**src/rtl/snap_pkg.sv**
```systemverilog
// ============================================================================
// Module   : snap_pkg
// Purpose  : Shared constants and helpers for the snapshot UART transmitter:
//            frame header byte, frame lengths, serializer state encoding and
//            the checksum helper used when SNAP_CHECKSUM_EN is defined.
// Ports    : none (package)
// Revision : 1.0 - initial release
// ============================================================================
`default_nettype none

package snap_pkg;

    // First byte of every frame; lets the host resynchronise on the stream.
    localparam logic [7:0] SNAP_HDR = 8'hA5;

    // Frame lengths in bytes: header + 8 snapshot bytes, optionally + checksum.
    localparam int unsigned c_frame_len_base = 9;
    localparam int unsigned c_frame_len_chk  = c_frame_len_base + 1;

    // Bit-level serializer state encoding.
    typedef logic [1:0] state_t;
    localparam state_t c_st_idle  = 2'd0;
    localparam state_t c_st_start = 2'd1;
    localparam state_t c_st_data  = 2'd2;
    localparam state_t c_st_stop  = 2'd3;

    // XOR of the eight bytes of a snapshot word.
    function automatic logic [7:0] snap_xor8(input logic [63:0] d);
        logic [7:0] x;
        x = 8'h00;
        for (int i = 0; i < 8; i++) begin
            x = x ^ d[8*i +: 8];
        end
        return x;
    endfunction

endpackage

`default_nettype wire

```
**src/rtl/uart_byte_tx.sv**
```systemverilog
// ============================================================================
// Module   : uart_byte_tx
// Purpose  : 8N1 byte serializer. Accepts one byte per valid/ready handshake
//            and shifts it out LSB first framed by a start (0) and stop (1)
//            bit, each bit lasting DIV clock cycles.
// Ports    : clk      - clock, all state on rising edge
//            rst      - asynchronous active-high reset
//            i_valid  - byte available on i_data
//            i_data   - byte to send
//            o_ready  - serializer can take a byte this cycle
//            o_tx     - serial line, idle high
// Revision : 1.0 - initial release
// ============================================================================
`default_nettype none

module uart_byte_tx
    import snap_pkg::*;
#(
    parameter int unsigned DIV = 868
) (
    input  logic       clk,
    input  logic       rst,
    input  logic       i_valid,
    input  logic [7:0] i_data,
    output logic       o_ready,
    output logic       o_tx
);

    // A one-cycle bit period would give a zero-width counter; keep at least 1 bit.
    localparam int unsigned            c_cnt_w    = (DIV > 1) ? $clog2(DIV) : 1;
    localparam logic [c_cnt_w-1:0]     c_cnt_last = c_cnt_w'(DIV - 1);
    localparam logic [c_cnt_w-1:0]     c_cnt_one  = c_cnt_w'(1);

    state_t               r_state;
    logic [c_cnt_w-1:0]   r_cnt;
    logic [2:0]           r_bit;
    logic [7:0]           r_shift;
    logic                 r_tx;

    logic                 w_bit_end;
    logic                 w_take;

    assign w_bit_end = (r_cnt == c_cnt_last);

    // Ready in the last cycle of the stop bit as well as in idle, so the next
    // start bit follows the stop bit with no idle gap.
    assign o_ready = (r_state == c_st_idle) ||
                     ((r_state == c_st_stop) && w_bit_end);
    assign w_take  = i_valid && o_ready;
    assign o_tx    = r_tx;

    // The line level is registered alongside the state so the pin never glitches.
    always_ff @(posedge clk or posedge rst) begin
        if (rst) begin
            r_state <= c_st_idle;
            r_cnt   <= '0;
            r_bit   <= '0;
            r_shift <= '0;
            r_tx    <= 1'b1;
        end else if (w_take) begin
            r_state <= c_st_start;
            r_cnt   <= '0;
            r_bit   <= '0;
            r_shift <= i_data;
            r_tx    <= 1'b0;
        end else begin
            case (r_state)
                c_st_idle: begin
                    r_cnt <= '0;
                    r_tx  <= 1'b1;
                end
                c_st_start: begin
                    if (w_bit_end) begin
                        r_state <= c_st_data;
                        r_cnt   <= '0;
                        r_tx    <= r_shift[0];
                    end else begin
                        r_cnt <= r_cnt + c_cnt_one;
                    end
                end
                c_st_data: begin
                    if (w_bit_end) begin
                        r_cnt <= '0;
                        if (r_bit == 3'd7) begin
                            r_state <= c_st_stop;
                            r_tx    <= 1'b1;
                        end else begin
                            r_bit   <= r_bit + 3'd1;
                            r_shift <= {1'b0, r_shift[7:1]};
                            r_tx    <= r_shift[1];
                        end
                    end else begin
                        r_cnt <= r_cnt + c_cnt_one;
                    end
                end
                c_st_stop: begin
                    if (w_bit_end) begin
                        r_state <= c_st_idle;
                        r_cnt   <= '0;
                    end else begin
                        r_cnt <= r_cnt + c_cnt_one;
                    end
                end
                default: begin
                    r_state <= c_st_idle;
                    r_cnt   <= '0;
                    r_tx    <= 1'b1;
                end
            endcase
        end
    end

endmodule

`default_nettype wire

```
**src/rtl/snap_uart_tx.sv**
```systemverilog
// ============================================================================
// Module   : snap_uart_tx
// Purpose  : On each rising edge of snap_trig (from a slow clock domain),
//            captures a 64-bit debug snapshot and sends it over an 8N1 UART
//            as header 0xA5 followed by the snapshot bytes, MSB byte first.
//            Build option: define SNAP_CHECKSUM_EN to append an XOR checksum
//            byte (10-byte frames instead of 9).
// Ports    : CLK100MHZ  - system clock, all state on rising edge
//            reset      - asynchronous active-high reset
//            snap_trig  - asynchronous trigger level, rising edge = one frame
//            snap_data  - snapshot word, sampled when the trigger is accepted
//            tx_pin_out - UART line, idle high
//            busy       - frame in progress
//            frame_cnt  - completed frames, wraps at 256
//            dropped    - sticky, trigger seen while a frame was in progress
// Revision : 1.0 - initial release
// ============================================================================
`default_nettype none

module snap_uart_tx
    import snap_pkg::*;
#(
    parameter int unsigned CLK_FREQ = 100000000,
    parameter int unsigned BAUD     = 115200
) (
    input  logic        CLK100MHZ,
    input  logic        reset,
    input  logic        snap_trig,
    input  logic [63:0] snap_data,
    output logic        tx_pin_out,
    output logic        busy,
    output logic [7:0]  frame_cnt,
    output logic        dropped
);

    localparam int unsigned c_div = CLK_FREQ / BAUD;
`ifdef SNAP_CHECKSUM_EN
    localparam logic [3:0] c_len = 4'(c_frame_len_chk);
`else
    localparam logic [3:0] c_len = 4'(c_frame_len_base);
`endif

    logic        r_sync1;
    logic        r_sync2;
    logic        r_sync3;
    logic [1:0]  r_arm_cnt;
    logic [63:0] r_shadow;
    logic        r_busy;
    logic [3:0]  r_idx;
    logic [7:0]  r_frame_cnt;
    logic        r_dropped;

    logic        w_armed;
    logic        w_edge;
    logic        w_ready;
    logic        w_more;
    logic        w_done;
    logic        w_accept;
    logic        w_valid;
    logic        w_take;
    logic [2:0]  w_byte_sel;
    logic [7:0]  w_byte;

    // The synchronizer comes out of reset holding zeros, so a trigger that is
    // already high at release would look like a rising edge. Edge detection
    // stays masked until the reset zeros have flushed through all three flops.
    assign w_armed = (r_arm_cnt == 2'd3);
    assign w_edge  = r_sync2 && !r_sync3 && w_armed;

    // r_idx is the index of the next byte to hand over; c_len means all handed.
    assign w_more   = r_busy && (r_idx != c_len);
    assign w_done   = r_busy && (r_idx == c_len) && w_ready;
    assign w_accept = w_edge && (!r_busy || w_done);

    // The header is offered in the capture cycle itself, so a frame started
    // on the completion cycle of the previous one runs back-to-back with it.
    assign w_valid = w_more || w_accept;
    assign w_take  = w_valid && w_ready;

    always_comb begin
        w_byte_sel = 3'(4'd8 - r_idx);
        w_byte     = SNAP_HDR;
        if (w_more && (r_idx != 4'd0)) begin
            w_byte = r_shadow[{w_byte_sel, 3'b000} +: 8];
        end
`ifdef SNAP_CHECKSUM_EN
        if (w_more && (r_idx == 4'd9)) begin
            w_byte = snap_xor8(r_shadow);
        end
`endif
    end

    always_ff @(posedge CLK100MHZ or posedge reset) begin
        if (reset) begin
            r_sync1     <= 1'b0;
            r_sync2     <= 1'b0;
            r_sync3     <= 1'b0;
            r_arm_cnt   <= 2'd0;
            r_shadow    <= '0;
            r_busy      <= 1'b0;
            r_idx       <= '0;
            r_frame_cnt <= '0;
            r_dropped   <= 1'b0;
        end else begin
            r_sync1 <= snap_trig;
            r_sync2 <= r_sync1;
            r_sync3 <= r_sync2;

            if (!w_armed) begin
                r_arm_cnt <= r_arm_cnt + 2'd1;
            end

            if (w_done) begin
                r_frame_cnt <= r_frame_cnt + 8'd1;
            end

            if (w_edge && r_busy && !w_done) begin
                r_dropped <= 1'b1;
            end

            if (w_accept) begin
                // The serializer is always ready here (idle, or in its final
                // stop cycle), so the header is taken in this same cycle.
                r_shadow <= snap_data;
                r_busy   <= 1'b1;
                r_idx    <= 4'd1;
            end else begin
                if (w_done) begin
                    r_busy <= 1'b0;
                end
                if (w_take) begin
                    r_idx <= r_idx + 4'd1;
                end
            end
        end
    end

    uart_byte_tx #(
        .DIV (c_div)
    ) u_byte_tx (
        .clk     (CLK100MHZ),
        .rst     (reset),
        .i_valid (w_valid),
        .i_data  (w_byte),
        .o_ready (w_ready),
        .o_tx    (tx_pin_out)
    );

    assign busy      = r_busy;
    assign frame_cnt = r_frame_cnt;
    assign dropped   = r_dropped;

endmodule

`default_nettype wire

```
**config.mk**
```make
export PLATFORM = sky130hd
export DESIGN_NAME = snap_uart_tx
export DESIGN_NICKNAME = d
export VERILOG_FILES = /design/src/rtl/snap_pkg.sv /design/src/rtl/uart_byte_tx.sv /design/src/rtl/snap_uart_tx.sv
export SDC_FILE = /design/constraint.sdc
export NUM_CORES = 1
export LEC_CHECK = 0
export ABC_AREA = 0
export BUFFER_PORTS_ARGS = -buffer_cell sky130_fd_sc_hd__buf_2
export CELL_PAD_IN_SITES_DETAIL_PLACEMENT = 0
export CELL_PAD_IN_SITES_GLOBAL_PLACEMENT = 1
export CORE_ASPECT_RATIO = 0.5
export CORE_UTILIZATION = 50
export DETAILED_ROUTE_END_ITERATION = 12
export MAX_ROUTING_LAYER = met4
export PLACE_DENSITY = 0.81
export RECOVER_POWER = 50
export SETUP_SLACK_MARGIN = 0.5
export SYNTH_ARGS = -nofsm -noshare
export SYNTH_HDL_FRONTEND = slang
export SYNTH_SLANG_ARGS = --single-unit
```
**constraint.sdc**
```tcl
create_clock -name CLK100MHZ -period 6.1 [get_ports CLK100MHZ]
set_input_delay 0.61 -clock CLK100MHZ [delete_from_list [all_inputs] [get_ports CLK100MHZ]]
set_output_delay 0.61 -clock CLK100MHZ [all_outputs]
set_load 0.02 [all_outputs]
```
==> summary.md <==
| Metric | Value |
|---|---|
| Status | `finished with violations` |
| Failing checks | `max-capacitance violations, max-slew violations` |
| Synthesized-area fraction occupied by xor and xnor cells | `3.51%` |
| CP arrival | `3410 ps` |
| Pwr/cell area | `476 nW/um2` |
| Number of cells on the worst reg-to-reg path | `7` |
| Peak supply drop | `0.220 mV` |
| Net Count, Synth | `447` |
| Final net count | `522` |
| Total number of H-tree levels | `3` |
| Count of different cell masters after synthesis | `47` |
| Iteration count of the initial detailed-routing pass | `4` |
| Final setup slack of the worst path | `2920 ps` |
| Synth warn | `0` |
| Pre-CTS setup slack | `2930 ps` |
| Area of combinational cells with multiple inputs | `2160 um2` |
| Path length in cells of the critical path | `7` |
| Worst-case clock buffer depth | `2` |
| Unrepaired setup endpoints after global routing | `no` |
| Post-synth EDFFs | `0` |
| Post-synthesis sequential area ratio | `53.8%` |
| Clock share of power | `21.7%` |
| Global routing met3 resource utilization | `5.38%` |
| CP startpoint kind | `flop` |
| Clk slew on worst S/H paths | `70 ps` |
| Share of the core filled with cells | `60.2%` |
| Count of unresolved DRC violations after routing | `0` |
| Number of global-route vias before repair | `3,166` |
| Gate power share | `36.8%` |
| Share of the clock period used by the worst path | `52.1%` |
| FF+latch count, synth | `107` |
| Antenna cell count | `0` |
| Min-delay worst type | `flop to flop` |
| Final setup fails | `0` |
| Top fanout value on the critical path | `68` |
| Top post-synthesis cells by area | `sky130_fd_sc_hd__dfrtp_1 53%, sky130_fd_sc_hd__mux2_2 13%, sky130_fd_sc_hd__mux4_2 7.2%` |
| Worst relative slew slack | `-8.49%` |
| Syn avg cell area | `13.6 um2` |
| Worst-Margin Slew | `1620 ps` |
| Dominant delay contributor by cell family on the critical path | `simple AND/OR/NAND/NOR gates` |
| Clk Latency, worst-skew pair | `350 ps` |
| R2r endpoint | `r_shadow[39]` |
| Final routed wirelength across all metal layers | `9.04 mm` |
| Cell Chain, Critical Path | `ha_1, or3b_1, o41a_1, or2_1, a21oi_4, buf_4, mux2_2` |
| Row Count | `25` |
| Fillers | `782` |
| Die extent in y | `72.6 um` |
| Vias per cell | `5.22` |
| Combined buffer and inverter count along the critical path | `1` |
| Share of synthesized flip-flops with an asynchronous set or reset | `100%` |
| Worst stage delay on the critical path | `650 ps` |
| Overflow left after global routing | `0` |
| Kind of critical path | `flop to flop` |
| Critical path capture point type | `flop` |
| Area taken by flip-flops and latches | `2680 um2` |
| Initial antenna violation count | `0` |
| Number of max-slew violations in the final report | `39` |
| Part of the power in registers | `41.5%` |
| Gp weighted congestion | `0.775` |
| Simple-gate portion of the synthesized area | `7.13%` |
| Worst setup path start | `u_byte_tx.r_cnt[0]` |
| Post-synthesis share of cell area spent on full adders, half adders and majority gates | `3.26%` |
| Number of buffers inserted to repair setup after CTS | `0` |
| Time the worst path needs with I/O delays and setup | `3180 ps` |
| Clk sink count | `107` |
| Count of buffers inserted at the top-level ports | `77` |
| Clock tree from TritonCTS | `built` |
| Achievable frequency | `315 MHz` |
| Clock Skew | `7.14 ps` |
| # IOs | `78` |
| Num CTS Buffers | `9` |
| Switching pwr | `878 uW` |
| Largest net degree at the start of global routing | `71` |
| Proportion of layout cells with a drive suffix above 1 | `36.5%` |
| Wire length of the first global-routing pass | `15.3 mm` |
| Iteration-0 DRC Markers | `121` |
| Commonest register cell after synthesis | `sky130_fd_sc_hd__dfrtp_1` |
| FF-to-FF setup slack | `2920 ps` |
| Cell type with the largest total area after synthesis | `sky130_fd_sc_hd__dfrtp_1` |
| Core area | `9570 um2` |
| Cell depth of the worst hold path | `0` |
| Floorplan die area | `10,400 um2` |
| Sw Share | `32.1%` |
| Max stage delay cell, worst path | `sky130_fd_sc_hd__buf_4` |
| Portion of synthesized cell area occupied by the leading cell type | `53.2%` |
| Clock tree root buffer cell | `sky130_fd_sc_hd__clkbuf_16` |
| Required time of the critical path | `6340 ps` |
| Gr busiest metal | `met2` |
| Final routed wire length divided by cell count | `15.5 um` |
| Critical Path Sink | `r_shadow[39]` |
| Reported leakage power | `2.69 nW` |
| Post-synthesis mux area share | `25.9%` |
| Post-CTS Hold Fix Bufs | `0` |
| Synth-to-Final Area Change | `15.6%` |
| Met1 usage in global routing | `25.7%` |
| Post-Route Setup TNS | `0 ps` |
| Max-cap viol count | `1` |
| Via count | `3,037` |
| Global router's overall resource usage | `20.2%` |
| Die X-Extent | `143 um` |
| PostCTS Resize Cnt | `0` |
| Internal portion of total power | `1.86 mW` |
| Dominant combinational cell family by area after synthesis | `multiplexers` |
| Met2 track demand over resource | `32.4%` |
| Number of nets with antenna violations after detailed routing | `0` |
| Cells after synthesis | `367` |
| FF-to-FF Start | `u_byte_tx.r_cnt[0]` |
| Cell area after synthesis | `4980 um2` |
| Half-perimeter wire length of the detailed placement result | `6.41 mm` |
| Final number of hold-violating endpoints | `0` |
| Effective utilization at floorplan | `52.1%` |
| Compound-Gate Fraction of Synth Area | `3.57%` |
-- worst min path at each step --
stage          startpoint           end  slack [ps]
2_1_floorplan     r_sync1       r_sync2         330
3_3_place_gp      r_sync1       r_sync2         330
3_5_place_dp      r_sync1       r_sync2         340
4_1_cts             reset  frame_cnt[6]         290
5_1_grt         snap_trig       r_sync1         360
6_report          r_sync1       r_sync2         350
-- metrics by stage --
step | power, mW | area, um2 | instances | hold WS [ps]
after global routing | 2.93 | 5760 | 582 | 356
after CTS | 2.77 | 5770 | 581 | 286
after detailed placement | 2.17 | 5460 | 565 | 341
final | 2.74 | 5760 | 582 | 353
after global placement | 2.10 | 5460 | 565 | 333
after floorplan | 1.91 | 4980 | 367 | 331
-- worst register-to-register path, delay by kind of cell, from the launching register on --
family / cells / cell delay (ps)
compound gates: 2 / 580
mux: 1 / 480
simple gates: 2 / 770
buf+inv: 1 / 650
flops: 1 / 390
fa+ha+maj: 1 / 200
-- power groups by stage --
| stage | logic, mW | clock network (mW) | registers (mW) |
|---|---|---|---|
| after global routing | 1.12 | 0.632 | 1.18 |
| after global placement | 0.973 | 0 | 1.13 |
| after detailed placement | 1.01 | 0 | 1.15 |
| after CTS | 1.02 | 0.607 | 1.14 |
| final | 1.01 | 0.594 | 1.14 |
| after floorplan | 0.802 | 0 | 1.11 |
-- cell usage in the layout (no fill, tap or decap), types with 2 or more instances in the layout --
cell                        synthesis  routed
sky130_fd_sc_hd__or2_1              2       2
sky130_fd_sc_hd__clkbuf_1           7      11
sky130_fd_sc_hd__or2_2              2       2
sky130_fd_sc_hd__o22ai_1            4       4
sky130_fd_sc_hd__mux2i_1           11      11
sky130_fd_sc_hd__mux4_2            16      16
sky130_fd_sc_hd__buf_4              4       4
sky130_fd_sc_hd__nand2_1           14      14
sky130_fd_sc_hd__xor2_1            10      10
sky130_fd_sc_hd__o21ai_0            7       7
sky130_fd_sc_hd__inv_6              0       2
sky130_fd_sc_hd__nor3_1             6       6
sky130_fd_sc_hd__nand3_1            8       8
sky130_fd_sc_hd__mux2_1            17      17
sky130_fd_sc_hd__ha_1              13      13
sky130_fd_sc_hd__a31oi_1            2       2
sky130_fd_sc_hd__mux2_2            56      56
sky130_fd_sc_hd__dfrtp_1          106     106
sky130_fd_sc_hd__clkbuf_16          0       9
sky130_fd_sc_hd__inv_1             10       9
sky130_fd_sc_hd__nand3b_1           2       2
sky130_fd_sc_hd__and4_1             2       2
sky130_fd_sc_hd__a21oi_1            3       3
sky130_fd_sc_hd__nand4_1            2       2
sky130_fd_sc_hd__buf_2              2      66
sky130_fd_sc_hd__xnor2_1           10      10
sky130_fd_sc_hd__nor2_1            27      27
-- kinds of logic after synthesis --
group,Yosys count
AND/OR/NAND/NOR,74
adder cells (fa/ha/maj),13
flip-flops,107
multiplexers,100
buffers and inverters,27
XOR/XNOR,20
AO/OA/AOI/OAI,26
-- registers in the layout, summed over array words and instances, names as in the netlist --
| name | flops |
|---|---|
| r_sync2 | 1 |
| u_byte_tx.r_cnt | 10 |
| r_sync3 | 1 |
| u_byte_tx.r_bit | 3 |
| frame_cnt | 8 |
| u_byte_tx.r_state | 2 |
| u_byte_tx.o_tx | 1 |
| r_shadow | 64 |
| u_byte_tx.r_shift | 8 |
| busy | 1 |
| r_arm_cnt | 2 |
| r_idx | 4 |
| dropped | 1 |
| r_sync1 | 1 |
-- cell usage after synthesis (2+ instances only) --
library cell / number
sky130_fd_sc_hd__nor3_1: 6
sky130_fd_sc_hd__or2_1: 2
sky130_fd_sc_hd__nand3_1: 8
sky130_fd_sc_hd__nand4_1: 2
sky130_fd_sc_hd__or2_2: 2
sky130_fd_sc_hd__dfrtp_1: 106
sky130_fd_sc_hd__and4_1: 2
sky130_fd_sc_hd__nand2_1: 14
sky130_fd_sc_hd__mux2_1: 17
sky130_fd_sc_hd__xor2_1: 10
sky130_fd_sc_hd__mux4_2: 16
sky130_fd_sc_hd__a31oi_1: 2
sky130_fd_sc_hd__clkbuf_1: 7
sky130_fd_sc_hd__o21ai_0: 7
sky130_fd_sc_hd__mux2i_1: 11
sky130_fd_sc_hd__o22ai_1: 4
sky130_fd_sc_hd__buf_2: 2
sky130_fd_sc_hd__a21oi_1: 3
sky130_fd_sc_hd__buf_4: 4
sky130_fd_sc_hd__inv_1: 10
sky130_fd_sc_hd__ha_1: 13
sky130_fd_sc_hd__buf_6: 3
sky130_fd_sc_hd__mux2_2: 56
sky130_fd_sc_hd__nand3b_1: 2
sky130_fd_sc_hd__nor2_1: 27
sky130_fd_sc_hd__xnor2_1: 10
-- routing by layer --
metal / up-vias / wire length (um)
met2: 62 / 4250
met3: 10 / 422
met4: 0 / 118
met5: - / 0
li1: 1457 / -
met1: 1508 / 4250
-- cell type report --
class	count	share of cell area [%]
inverter	10	0.673
timing repair buffer	81	6.97
multi-input combinational	233	37.5
sequential	107	46.5
clock buffer	9	3.91
clock inverter	7	1.48
tap	135	2.93
(Power assumes the default switching activity.)
